**src/rtl/clk_div_prog_pkg.sv**
```systemverilog
// Shared definitions for the programmable 50%-duty clock divider:
// default widths, the ratio floor and the run-control state encoding.
package clk_div_prog_pkg;

    localparam int W_DEFAULT = 8;
    localparam int MIN_DIV   = 2;

    typedef enum logic [1:0] {
        IDLE,
        RUN,
        STOPPING
    } state_t;

endpackage

```
**src/rtl/clk_div_prog_if.sv**
```systemverilog
// Control/status bundle of the divider: run enable, ratio request and divided outputs.
interface clk_div_prog_if
    import clk_div_prog_pkg::*;
#(
    parameter int W = W_DEFAULT
);
    logic         en;
    logic [W-1:0] div_ratio;
    logic         ratio_load;
    logic         clk_q;
    logic         tick;
    logic         ratio_pending;

    modport master (
        output en, div_ratio, ratio_load,
        input  clk_q, tick, ratio_pending
    );

    modport slave (
        input  en, div_ratio, ratio_load,
        output clk_q, tick, ratio_pending
    );
endinterface

```
**src/rtl/clk_div_phase.sv**
```systemverilog
// Dual-edge output stage: a rising-edge high term plus a falling-edge copy that
// stretches odd ratios by half a cycle, merged by a single OR of registered terms.
module clk_div_phase
    import clk_div_prog_pkg::*;
#(
    parameter int W = W_DEFAULT
) (
    input  logic         clk,
    input  logic         rst_n,
    input  logic [W-1:0] cnt,
    input  logic [W-1:0] n_act,
    input  logic         run,
    output logic         clk_q
);
    logic p;
    logic odd;
    logic n;

    // n_act >> 1 is N/2 for even N and (N-1)/2 for odd N, the rising-edge high span in both cases.
    always_ff @(posedge clk or negedge rst_n) begin
        if (!rst_n) begin
            p   <= 1'b0;
            odd <= 1'b0;
        end else begin
            p   <= run && (cnt < (n_act >> 1));
            odd <= n_act[0];
        end
    end

    always_ff @(negedge clk or negedge rst_n) begin
        if (!rst_n) begin
            n <= 1'b0;
        end else begin
            n <= p & odd;
        end
    end

    assign clk_q = p | n;

endmodule

```
**src/rtl/clk_div_prog.sv**
```systemverilog
// Programmable integer clock divider: run-control FSM, period counter and
// boundary-aligned ratio shadowing; the output waveform comes from clk_div_phase.
module clk_div_prog
    import clk_div_prog_pkg::*;
#(
    parameter int W           = W_DEFAULT,
    parameter int DEFAULT_DIV = 3
) (
    input  logic           clk,
    input  logic           rst_n,
    clk_div_prog_if.slave  bus
);
    localparam logic [W-1:0] DEF_N = W'(DEFAULT_DIV);
    localparam logic [W-1:0] MIN_N = W'(MIN_DIV);
    localparam logic [W-1:0] ONE   = W'(1);

    state_t       state, state_nxt;
    logic [W-1:0] cnt, cnt_nxt;
    logic [W-1:0] n_act, n_act_nxt;
    logic [W-1:0] n_pend, n_pend_nxt;
    logic         pending, pending_nxt;
    logic         tick, tick_nxt;
    logic         wrap;
    logic         apply;

    assign wrap  = (state != IDLE) && (cnt == n_act - ONE);
    assign apply = (state == IDLE) || wrap;

    // NOTE: every output of this block is given a default first, so no path leaves one unassigned (no latches).
    always_comb begin
        state_nxt   = state;
        cnt_nxt     = cnt;
        n_act_nxt   = n_act;
        n_pend_nxt  = n_pend;
        pending_nxt = pending;
        tick_nxt    = 1'b0;

        if (apply && pending) begin
            n_act_nxt   = n_pend;
            pending_nxt = 1'b0;
        end

        unique case (state)
            IDLE: begin
                cnt_nxt = '0;
                if (bus.en) begin
                    state_nxt = RUN;
                    tick_nxt  = 1'b1;
                end
            end
            RUN, STOPPING: begin
                if (wrap) begin
                    cnt_nxt = '0;
                    if (bus.en) begin
                        state_nxt = RUN;
                        tick_nxt  = 1'b1;
                    end else begin
                        state_nxt = IDLE;
                    end
                end else begin
                    cnt_nxt   = cnt + ONE;
                    state_nxt = bus.en ? RUN : STOPPING;
                end
            end
            default: state_nxt = IDLE;
        endcase

        // A load on a boundary edge lands in n_pend after the old value was applied above.
        if (bus.ratio_load) begin
            n_pend_nxt  = (bus.div_ratio < MIN_N) ? MIN_N : bus.div_ratio;
            pending_nxt = 1'b1;
        end
    end

    // NOTE: state registers use non-blocking assignments so all flops update from the same pre-edge values.
    always_ff @(posedge clk or negedge rst_n) begin
        if (!rst_n) begin
            state   <= IDLE;
            cnt     <= '0;
            n_act   <= DEF_N;
            n_pend  <= '0;
            pending <= 1'b0;
            tick    <= 1'b0;
        end else begin
            state   <= state_nxt;
            cnt     <= cnt_nxt;
            n_act   <= n_act_nxt;
            n_pend  <= n_pend_nxt;
            pending <= pending_nxt;
            tick    <= tick_nxt;
        end
    end

    // Next-state values feed the phase stage so its registered term changes on the same edge as cnt.
    clk_div_phase #(.W(W)) u_phase (
        .clk   (clk),
        .rst_n (rst_n),
        .cnt   (cnt_nxt),
        .n_act (n_act_nxt),
        .run   (state_nxt != IDLE),
        .clk_q (bus.clk_q)
    );

    assign bus.tick          = tick;
    assign bus.ratio_pending = pending;

endmodule

```
**src/flat_wrapper.sv**
```systemverilog
// flat-port wrapper written by rule: the top's interface ports become plain ports
module clk_div_prog_flat import clk_div_prog_pkg::*;
#(
    parameter int W           = W_DEFAULT,
    parameter int DEFAULT_DIV = 3
)
  (clk, rst_n, bus_en, bus_div_ratio, bus_ratio_load, bus_clk_q, bus_tick, bus_ratio_pending);
  clk_div_prog_if #(.W(W)) bus_i ();
  input  logic clk;
  input  logic rst_n;
  input wire logic [$bits(bus_i.en)-1:0] bus_en;
  input wire logic [$bits(bus_i.div_ratio)-1:0] bus_div_ratio;
  input wire logic [$bits(bus_i.ratio_load)-1:0] bus_ratio_load;
  output wire logic [$bits(bus_i.clk_q)-1:0] bus_clk_q;
  output wire logic [$bits(bus_i.tick)-1:0] bus_tick;
  output wire logic [$bits(bus_i.ratio_pending)-1:0] bus_ratio_pending;
  assign bus_i.en = bus_en;
  assign bus_i.div_ratio = bus_div_ratio;
  assign bus_i.ratio_load = bus_ratio_load;
  assign bus_clk_q = bus_i.clk_q;
  assign bus_tick = bus_i.tick;
  assign bus_ratio_pending = bus_i.ratio_pending;
  clk_div_prog #(.W(W), .DEFAULT_DIV(DEFAULT_DIV)) u_core (.clk(clk), .rst_n(rst_n), .bus(bus_i));
endmodule
```
**config.mk**
```make
export PLATFORM = sky130hd
export DESIGN_NAME = clk_div_prog_flat
export DESIGN_NICKNAME = d
export VERILOG_FILES = /design/src/rtl/clk_div_prog_pkg.sv /design/src/rtl/clk_div_prog_if.sv /design/src/rtl/clk_div_phase.sv /design/src/rtl/clk_div_prog.sv /design/src/flat_wrapper.sv
export SDC_FILE = /design/constraint.sdc
export NUM_CORES = 1
export LEC_CHECK = 0
export CORE_UTILIZATION = 30
export DETAILED_ROUTE_END_ITERATION = 6
export GPL_ROUTABILITY_DRIVEN = 0
export GPL_TIMING_DRIVEN = 0
export SKIP_LAST_GASP = 1
export SLEW_MARGIN = 40
export SYNTH_ARGS = -nofsm -noshare
export SYNTH_HDL_FRONTEND = slang
export SYNTH_SLANG_ARGS = --single-unit
```
**constraint.sdc**
```tcl
create_clock -name clk -period 2.8 [get_ports clk]
set_input_delay 0.84 -clock clk [delete_from_list [all_inputs] [get_ports clk]]
set_output_delay 0.84 -clock clk [all_outputs]
set_load 0.05 [all_outputs]
```
**After elaboration in Yosys (flattened, before gate mapping)**

Cells that the tools add are included.

- $add $sub $neg: 2
- Order comparisons: 2
- Eq/ne operators: 3
- Multiplexer cells: 14
- Bitwise gates (word level): 2
- Reduce and logical (&&, ||, !) cells: 9

Operators by type and width:

| kind | number |
|---|---|
| $mux 8 | 3 |
| $pmux 8 s2 | 1 |
| $add 8x1->8 const B | 1 |
| $eq 8x8->1 | 1 |
| $lt 8x2->1 const B | 1 |
| $lt 8x7->1 | 1 |
| $sub 8x1->8 const B | 1 |
| $mux 2 | 3 |
| $reduce_bool 2->1 | 3 |
| $mux 1 | 5 |
| $pmux 2 s2 | 1 |
| $logic_and 1x1->1 | 3 |
| $eq 2x1->1 const B | 1 |
| $eq 2x2->1 const B | 1 |
| $logic_not 2->1 | 1 |
| $pmux 1 s2 | 1 |
| $reduce_or 2->1 | 1 |
| $and 1x1->1 | 1 |
| $logic_or 1x1->1 | 1 |
| $or 1x1->1 | 1 |

- Bits in registers: 31
- Input port bits: 12
- Output and inout port bits: 3
- Logic and storage cells: 41

**Longest topological paths before layout**

- Depth after elaboration: 8
- Depth in mapped cells: 15
- Mapped depth without buffers: 14

**Hierarchy**

Synthesis repeated with hierarchy kept, for this count alone.

- Cell total of the unflattened synthesis: 181
- Area total of the unflattened synthesis: 1878.1 µm²

By module, submodules not included:

| module | times used | cells each | area each (µm²) | sequential area each (µm²) |
|---|---|---|---|---|
| clk_div_prog | 1 | 153 | 1619.1 | 703.2 |
| clk_div_phase | 1 | 28 | 259.0 | 75.1 |

==> results summary <==
The flow ran to the end, but the final reports show violations. The final reports fail on setup timing. The clock sink count came out at 31. The number of antenna repair diodes is 0. The post-detailed-placement half-perimeter wirelength is 2540 µm. The wire length per cell after detailed routing is 13.0 µm. TritonCTS built the clock tree. In the global route stage, overall resource usage came out at 0.125.

The maximum number of pins on one net before global-route repair is 24. The area of the placeable core is 0.00561 mm². The data arrival time of the critical path is 2.38 ns.

The net count reported at finish is 215. The slowest stage of the critical path belongs to the cell sky130_fd_sc_hd__dfrtn_1. The maximum level of the CTS H-tree came out at 2. The worst slew margin relative to its limit is 0.678. The total length of routed wires is 3450 µm. The tightest min-delay check is of the in2async type. The cell at the root of the clock tree is sky130_fd_sc_hd__clkbuf_8. The die outline width is 78.9 µm. STA puts the critical path data required time at between 1.5 and 2 ns.

Setup repair after global routing could not meet its margin everywhere. Synthesis produced a netlist with a net count of 187. Of the cells placed in the final design, the portion with a size suffix greater than 1 is 0.268. The worst-case vdd ir drop is 0.000417 V. The number of hold violations in the final report came out at 0.

The count of TritonRoute iterations in the first routing pass came out at 4. The average size of a mapped cell came out at 10.7 µm². The per-cell via count in the routed design is 4.68. The total of warnings raised by yosys is 0.

The count of buffers added on input and output ports is 13. For this run, design rule violations remaining after detail routing come to 0. The die outline area came out at 0.00622 mm². The count of buffer and inverter cells on the critical path is 1. The first-pass GRT wire length came out at 5940 µm. The placement row count is 27.

Walking the worst path, the cells encountered are or2_4 > buf_6. The category of the most critical setup path is reg2out. After synthesis, the share of flip-flops with an asynchronous set or reset is 1.00.

The worst clock skew came out at 0.00681 ns. The slew at the pin closest to its max-slew limit is 0.477 ns. In this run the critical register-to-register path is launched from u_core.n_act[1]. The tool flagged a number of max-cap violations equal to 0.

For the worst-skew pair, the clock arrives at the later sink with an insertion delay of 0.29 ns. The delay of the slowest critical-path stage is 0.32 ns. The least setup slack across all paths after layout is -0.423 ns.

The cell family contributing the most delay on the critical path is flip-flops. The power density of the placed cells is 1060 mW/mm². The clock transition at the registers of the reported paths came out at roughly 0.07 ns. The worst reg2reg path endpoint is u_core.u_phase.p. The number of antenna violations at the first check in global routing is 0. The worst reg-to-reg path cell count is 15. The synthesized design contains 0 enable-type register cells.

The TritonCTS buffer count is 5. The number of nets still failing antenna checks after routing came out at 0. The flop-to-flop setup slack is -0.30 ns. The violation count after the first detailed-route iteration is 82. Along the worst path, the maximum fanout reaches 1. The number of top-level pins came out at 15. The analysis attributes to cell leakage a power of 0.000986 µW. The number of synthesized register bits came out at 31. The initial core utilization is 0.316. The cell area after synthesis is 0.00177 mm². The final standard cell area without fillers came out at 0.00222 mm². Across all layers, the routed design uses 1245 vias. The via count of the first global-routing pass came out at about 1200. The placed instances occupy a cell area of slightly above 0.002 mm². The y dimension of the die came out at around 79 µm. STA classifies the critical path startpoint as a flip-flop.

The post-synthesis to final-layout area growth is 25.5%. Before CTS, the worst setup slack after placement is -0.686 ns. For this run, the register share of the synthesized area comes to 0.439. The count of different cell masters after synthesis came out at 51. Synthesis produced a netlist whose cell count is 165. The maximum count of clock buffers along a single path came out at 2.

The final count of negative-setup-slack endpoints is 2. The post-cts hold buffer count is 0. The leftover overflow at the end of global routing came out at 0. STA classifies the critical path endpoint as an output port. The number of pins exceeding their max-slew limit in the final report is 0.

The prevailing post-synth register cell is sky130_fd_sc_hd__dfrtp_1.
[power breakdown]
group | internal (µW) | total (µW) | switching (µW)
combinational | 620 | 1270 | 654
sequential | 590 | 729 | 139
clock | 174 | 350 | 177
[layout by cell type (no fill, tap or decap), drive strengths merged, types with 2 or more instances in the layout]
cell type,netlist,routed
a21o,3,3
a21oi,5,5
buf,2,12
clkbuf,2,8
clkdlybuf4s50,0,11
dfrtp,28,28
dfstp,2,2
ha,10,10
inv,17,17
mux2,6,6
mux2i,6,6
nand2,9,9
nand2b,3,3
nand3,4,4
nand4,2,2
nor2,10,10
nor3,2,2
nor3b,4,4
o21ai,8,8
o22ai,2,2
or2,4,4
xnor2,9,9
xor2,6,6
[state kept, by name, summed over array words and instances (netlist names)]
register	cells
u_core.bus.ratio_pending	1
u_core.bus.tick	1
u_core.cnt	8
u_core.n_act	8
u_core.n_pend	8
u_core.state	2
u_core.u_phase.n	1
u_core.u_phase.odd	1
u_core.u_phase.p	1
[synth_stat cells (2+ instances only)]
cell	count	area, µm²
sky130_fd_sc_hd__nand2b_1	3	18.8
sky130_fd_sc_hd__ha_1	10	125
sky130_fd_sc_hd__dfstp_2	2	52.6
sky130_fd_sc_hd__inv_2	3	11.3
sky130_fd_sc_hd__dfrtp_1	28	701
sky130_fd_sc_hd__nor3b_1	3	22.5
sky130_fd_sc_hd__a21oi_1	4	20.0
sky130_fd_sc_hd__nand2_1	9	33.8
sky130_fd_sc_hd__or2_2	3	18.8
sky130_fd_sc_hd__nand3_1	4	20.0
sky130_fd_sc_hd__mux2_2	6	67.6
sky130_fd_sc_hd__mux2i_1	6	60.1
sky130_fd_sc_hd__a21o_1	3	22.5
sky130_fd_sc_hd__inv_1	14	52.6
sky130_fd_sc_hd__o21ai_0	6	30.0
sky130_fd_sc_hd__o21ai_1	2	10.0
sky130_fd_sc_hd__nor2_1	10	37.5
sky130_fd_sc_hd__xnor2_1	9	78.8
sky130_fd_sc_hd__clkbuf_1	2	7.51
sky130_fd_sc_hd__nand4_1	2	12.5
sky130_fd_sc_hd__xor2_1	6	52.6
[per-layer routing]
| metal | wire [µm] | global-route usage | up-vias |
|---|---|---|---|
| li1 | - | - | 632 |
| met3 | 142 | 0.0391 | 5 |
| met2 | 1550 | 0.190 | 22 |
| met5 | 0 | 0 | - |
| met1 | 1710 | 0.169 | 586 |
| met4 | 42 | 0.0382 | 0 |
[layout make-up]
type | count | area [µm²]
Tap cell | 72 | 90.1
Sequential cell | 31 | 778
Buffer | 3 | 12.5
Timing Repair Buffer | 22 | 214
Inverter | 17 | 63.8
Fill cell | 576 | 3380
Clock buffer | 6 | 72.6
Clock inverter | 2 | 12.5
Multi-Input combinational cell | 113 | 980
[logic make-up (layout without fill, tap and decap cells)]
family                   Yosys count  count (layout)  synth area share
adder cells (fa/ha/maj)           11              11            0.0770
buffers and inverters             21              50            0.0494
AND/OR/NAND/NOR                   44              44             0.141
flip-flops                        31              31             0.439
multiplexers                      12              12            0.0720
XOR/XNOR                          15              15            0.0742
AO/OA/AOI/OAI                     31              31             0.148
[timing repair]
item | 4_1_cts | 5_1_grt
setup endpoints to repair | 2 | 2
buffers inserted | 7 | 1
gates resized for setup | 11 | 1
pin swaps | 4 | 3
[per-stage QoR]
step | hold WS [ns] | cells | TNS, ns | power (µW) | util
2_1_floorplan | 0.474 | 165 | -0.236 | 1630 | -
5_1_grt | 0.428 | 266 | -0.909 | 2540 | 0.396
3_3_place_gp | 0.494 | 250 | -2.21 | 1860 | 0.363
6_report | 0.424 | 266 | -0.721 | 2350 | 0.396
4_1_cts | 0.428 | 265 | -0.755 | 2350 | 0.395
3_5_place_dp | 0.502 | 251 | -1.15 | 1880 | 0.367
[worst max-delay path by stage]
stage / startpoint / end / slack [ns] / cells after the start
finish: u_core.u_phase.n / bus_clk_q / -0.42 / 2
global route: u_core.u_phase.n / bus_clk_q / -0.46 / 2
CTS: u_core.u_phase.n / bus_clk_q / -0.43 / 2
detailed placement: u_core.u_phase.n / bus_clk_q / -0.69 / 2
global placement: rst_n / u_core.u_phase.n / -1.07 / 1
floorplan: u_core.n_act[0] / u_core.u_phase.p / -0.20 / 15
Power figures use the tool's default switching activity.
==> RTL change 1, RTL diff (same settings) <==
Change the package constant `W_DEFAULT` from 8 to 10.
--- a/src/rtl/clk_div_prog_pkg.sv
+++ b/src/rtl/clk_div_prog_pkg.sv
@@ -4,3 +4,3 @@
 
-    localparam int W_DEFAULT = 8;
+    localparam int W_DEFAULT = 10;
     localparam int MIN_DIV   = 2;
Ports: changed (resized bus_div_ratio); port bits go from 15 to 17. The function was not compared with the original's and may differ.
==> RTL change 1 against the original RTL <==
  * The run still ends with negative setup slack left
  * Setup slack got worse by 630 ps
  * Die area grew 29%
  * Routed wire length increased by 47%
  * Design area is 34% higher
  * Sequential cell count rose by 6
  * Power rose by 29%
  * Sequential power is 18% higher
  * Synthesized area grew 30%
  * Critical endpoint is now u_core.u_phase.p
  * Largest power group unchanged
  * Highest routed layer unchanged
==> RTL change 1: results (changes against the original RTL) <==
stage	metric	value	unit	change
grt	Total GRT Usage	14.7	%	+2.1 points
setup_path	Critical Path AT	4080	ps	+1700 ps
route	routed wire length on met3	233	µm	+64%
grt	met1 Usage GRT	19.3	%	+2.3 points
grt	grt met3 use	3.05	%	-0.86 points
status	status	finished with violations		
status	failing checks	negative setup slack		
setup_path	top cell family by delay on the critical path	compound AO/OA/AOI/OAI gates		
logic_synthesis	mux contribution to synthesized area	12.9	%	+5.7 points
setup_path	slowest cell on the critical path	or4_4		
logic_synthesis	sequential area share after synthesis	40.4	%	-3.5 points
route	DR iter-0 viols	116		+41%
setup_path	Worst path max stage delay	490	ps	+170 ps
finish	Layout Cells excl Fill	378		+42%
grt	met2 Resource Use GR	24.1	%	+5.0 points
setup_path	worst-path fanout max	8		+7
timing	PnR worst setup slack	-1060	ps	-633 ps
finish	biggest regs	u_core.cnt x10, u_core.n_act x10, u_core.n_pend x10		
timing	Fin Clk Skew	7.91	ps	+1.10 ps
grt	first-pass GRT wire length	8750	µm	+47%
logic_synthesis	Netlist cell types	52		+2.0%
grt	vias in the first global route	1809		+45%
route	via count	1870		+50%
grt	largest net degree at the start of global routing	38		+58%
route	WL/cell	13.4	µm	+3.6%
placement	port buffer count	16		+3
logic_synthesis	synth top area cells	dfrtp_1 37%, mux2_2 7.8%, ha_1 6.5%		
power	VDD IR max	392	µV	-5.9%
timing	max_slew headroom	66.9	%	-0.94 points
logic_synthesis	Synth Area in XOR/XNOR	3.05	%	-4.4 points
clock_network	Post CTS Setup Buffer Count	19		+12
placement	post-placement cell count	347		+38%
finish	share of layout cells above drive strength 1	27.6	%	+0.79 points
logic_synthesis	synthesized instance count	232		+41%
timing	setup TNS	-2800	ps	-2080 ps
logic_synthesis	Synth Area in Adders	6.54	%	-1.2 points
timing	# setup viols final	7		+5
placement	Post-Place Cell Area	2580	µm²	+25%
route	met2 wire length	2470	µm	+59%
logic_synthesis	Synth top cells by count	34 x dfrtp_1, 23 x nand2_1, 16 x mux2_2, 14 x nor2_1		
logic_synthesis	Post-Syn Nets	258		+38%
finish	fillers	720		+25%
finish	P&R area growth vs syn	29.8	%	
==> RTL change 1: cell types whose count changed after synthesis, sizes merged, moves of 4 or more <==
cell / unedited run / this run
a21oi: 5 / 10
clkbuf: 2 / 6
dfrtp: 28 / 34
inv: 17 / 10
mux2: 6 / 17
mux2i: 6 / 10
nand2: 9 / 24
nand2b: 3 / 7
nor2: 10 / 14
o21ai: 8 / 16
xnor2: 9 / 4
==> RTL change 1: worst paths after layout <==
kind	slack, ps	cells after the start	endpoint	from
min in group clk	530	1	u_core.n_act[6]	u_core.n_pend[6]
worst max register to register	-1060	17	u_core.u_phase.p	u_core.n_act[5]
worst min register to register	530	1	u_core.n_act[6]	u_core.n_pend[6]
worst min-delay path	510	1	u_core.u_phase.odd	rst_n
max in group asynchronous	660	1	u_core.u_phase.n	rst_n
worst max-delay path	-1060	17	u_core.u_phase.p	u_core.n_act[5]
==> RTL change 1: final cells by class <==
cell class              instances  share of cell area, %
well taps                      99                   4.16
clock inverters                 1                  0.168
flip-flops and latches         37                   31.2
multi-input cells             175                   45.7
inverters                      10                   1.26
clock buffers                   7                   3.23
repair buffers                 41                   12.4
plain buffers                   8                   1.81
==> RTL change 1: through the flow <==
step,power (µW),setup WS [ps]
CTS,2960,-1190
finish,3040,-1060
floorplan,1860,-1000
global route,3280,-1280
global placement,2160,-1520
detailed placement,2190,-1470
==> RTL change 1: power breakdown <==
| part | switching [µW] | total (µW) | leakage [µW] | internal, µW |
|---|---|---|---|---|
| sequential | 155 | 857 | 0.000453 | 702 |
| combinational | 862 | 1780 | 0.000832 | 920 |
| clock | 180 | 403 | 0.0000542 | 222 |
| total | 1200 | 3040 | 0.00134 | 1840 |
==> RTL change 2, RTL diff (same settings) <==
Made on the original files. Reset style: synchronous (`rst_n`), changed in 3 clocked blocks.
--- a/src/rtl/clk_div_phase.sv
+++ b/src/rtl/clk_div_phase.sv
@@ -19,3 +19,3 @@
     // n_act >> 1 is N/2 for even N and (N-1)/2 for odd N, the rising-edge high span in both cases.
-    always_ff @(posedge clk or negedge rst_n) begin
+    always_ff @(posedge clk) begin
         if (!rst_n) begin
@@ -29,3 +29,3 @@
 
-    always_ff @(negedge clk or negedge rst_n) begin
+    always_ff @(negedge clk) begin
         if (!rst_n) begin
--- a/src/rtl/clk_div_prog.sv
+++ b/src/rtl/clk_div_prog.sv
@@ -75,3 +75,3 @@
     // NOTE: state registers use non-blocking assignments so all flops update from the same pre-edge values.
-    always_ff @(posedge clk or negedge rst_n) begin
+    always_ff @(posedge clk) begin
         if (!rst_n) begin
Function: not checked (the comparison handles one clock edge and no latches or derived clocks); the edit may change what the design does.
==> RTL change 2 against the original RTL <==
  * The flow still finishes with violations (negative setup slack)
  * Die area is 6.1% higher
  * Setup slack lost 440 ps
  * Routed wire length up 38%
  * Sequential cell count is the same
  * Synthesized area grew 6.3%
  * Design area is 8.7% higher
  * Register-to-register slack lost 560 ps
  * Critical endpoint is now u_core.u_phase.p
  * Largest cell class unchanged
Power is not compared: it rests on default switching activity, and its combinational part moved more than twofold at a synthesized area within 25%.
==> RTL change 2: results (changes against the original RTL) <==
stage	metric	value	unit	change
grt	Total GRT Usage	15.5	%	+3.0 points
status	failing checks	negative setup slack		
finish	share of layout cells above drive strength 1	19.4	%	-7.4 points
timing	PnR worst setup slack	-863	ps	-439 ps
timing	setup TNS	-1300	ps	-583 ps
setup_path	worst-path fanout max	7		+6
route	DR iter-0 viols	86		+4.9%
placement	Detailed Place HPWL	3240	µm	+27%
timing	# setup viols final	2		unchanged
finish	multi-input logic cell count	162		+43%
setup_path	Critical Path AT	3870	ps	+1490 ps
clock_network	clk slew on worst S/H paths	70	ps	about the same
setup_path	top cell family by delay on the critical path	simple AND/OR/NAND/NOR gates		
logic_synthesis	ys async rst share	0	%	-100 points
finish	fraction of area in non-clock buffers	11.3	%	+1.1 points
clock_network	CTS-repair resized insts	20		+9
grt	largest net degree at the start of global routing	12		-50%
logic_synthesis	Netlist cell types	53		+3.9%
clock_network	Worst-Skew Late Latency	350	ps	+60 ps
route	WL/cell	14.7	µm	+13%
status	status	finished with violations		
logic_synthesis	sequential area share after synthesis	33.0	%	-11 points
clock_network	clock root cell	clkbuf_8		
grt	first-pass GRT wire length	7510	µm	+26%
placement	DP Worst Slack	-987	ps	-300 ps
timing	Fin Clk Skew	52.2	ps	+45.4 ps
placement	port buffer count	13		unchanged
setup_path	slowest cell on the critical path	or4_4		
clock_network	Post CTS Setup Buffer Count	5		-2
finish	nonclk buf count	36		+44%
finish	Final nets	269		+25%
setup_path	Worst path max stage delay	510	ps	+190 ps
finish	fillers	604		+4.9%
finish	Reg area	632	µm²	-19%
placement	Post-Place Cell Area	2120	µm²	+2.7%
finish	area occupied by multi-input gates	1270	µm²	+30%
finish	Logic inverters	10		-7
route	via count	1682		+35%
timing	max_slew headroom	57.7	%	-10 points
worst_hold_path	Tightest Hold Check Type	flop to flop		
grt	vias in the first global route	1551		+24%
finish	clock-cell share of area	4.61	%	+0.78 points
logic_synthesis	Synth top cells by count	31 x dfxtp_1, 23 x nor2_1, 17 x nand2_1, 15 x mux2i_1		
logic_synthesis	synth top area cells	dfxtp_1 33%, mux2i_1 8.0%, ha_1 6.6%		
logic_synthesis	Post-Syn Nets	241		+29%
==> RTL change 2: worst reg2reg max path: cells and delay by family (launching register included) <==
family	cells	cell delay [ps]
and+or+nand+nor	4	1260
DFF	1	370
muxes	1	190
buffers and inverters	2	340
AOI/OAI and AO/OA	5	1100
adders and majority gates	1	310
==> RTL change 2: path summary, 6_finish.rpt <==
kind | start | cells past startpoint | end
max | u_core.n_act[0] | 13 | u_core.u_phase.p
min | u_core.n_pend[5] | 2 | u_core.n_pend[5]
max reg2reg | u_core.n_act[0] | 13 | u_core.u_phase.p
min reg2reg | u_core.n_pend[5] | 2 | u_core.n_pend[5]
==> RTL change 2: per-layer routing <==
layer / vias to the layer above / wire length, µm / track usage, %
li1: 854 / - / -
met1: 789 / 2310 / 19.8
met2: 33 / 2200 / 24.2
met3: 6 / 168 / 4.16
met4: 0 / 74 / 7.14
met5: - / 0 / 0
==> RTL change 2: through the flow <==
step                      hold WS, ps  power, µW  instances  util, %
after CTS                         506       1240        319     38.6
after global placement            481        788        307     35.3
after detailed placement          489        792        307     35.3
final                             496       1270        323     40.4
after floorplan                   460        711        219        -
after global routing              541       1330        323     40.4
==> RTL change 2: cell families (layout without fill, tap and decap cells) <==
kind of cell | after synthesis | in the layout | synth area share (%)
adder cells (fa/ha/maj) | 10 | 10 | 6.64
AO/OA/AOI/OAI | 48 | 48 | 18.9
flip-flops | 31 | 31 | 33.0
buffers and inverters | 26 | 55 | 5.91
multiplexers | 16 | 16 | 8.57
XOR/XNOR | 10 | 10 | 5.38
AND/OR/NAND/NOR | 78 | 78 | 21.6
==> RTL change 2: power breakdown <==
part	switching [µW]	total [µW]	internal (µW)
Sequential	27.6	497	469
Combinational	190	357	167
Clock	186	417	231
Total	404	1270	866
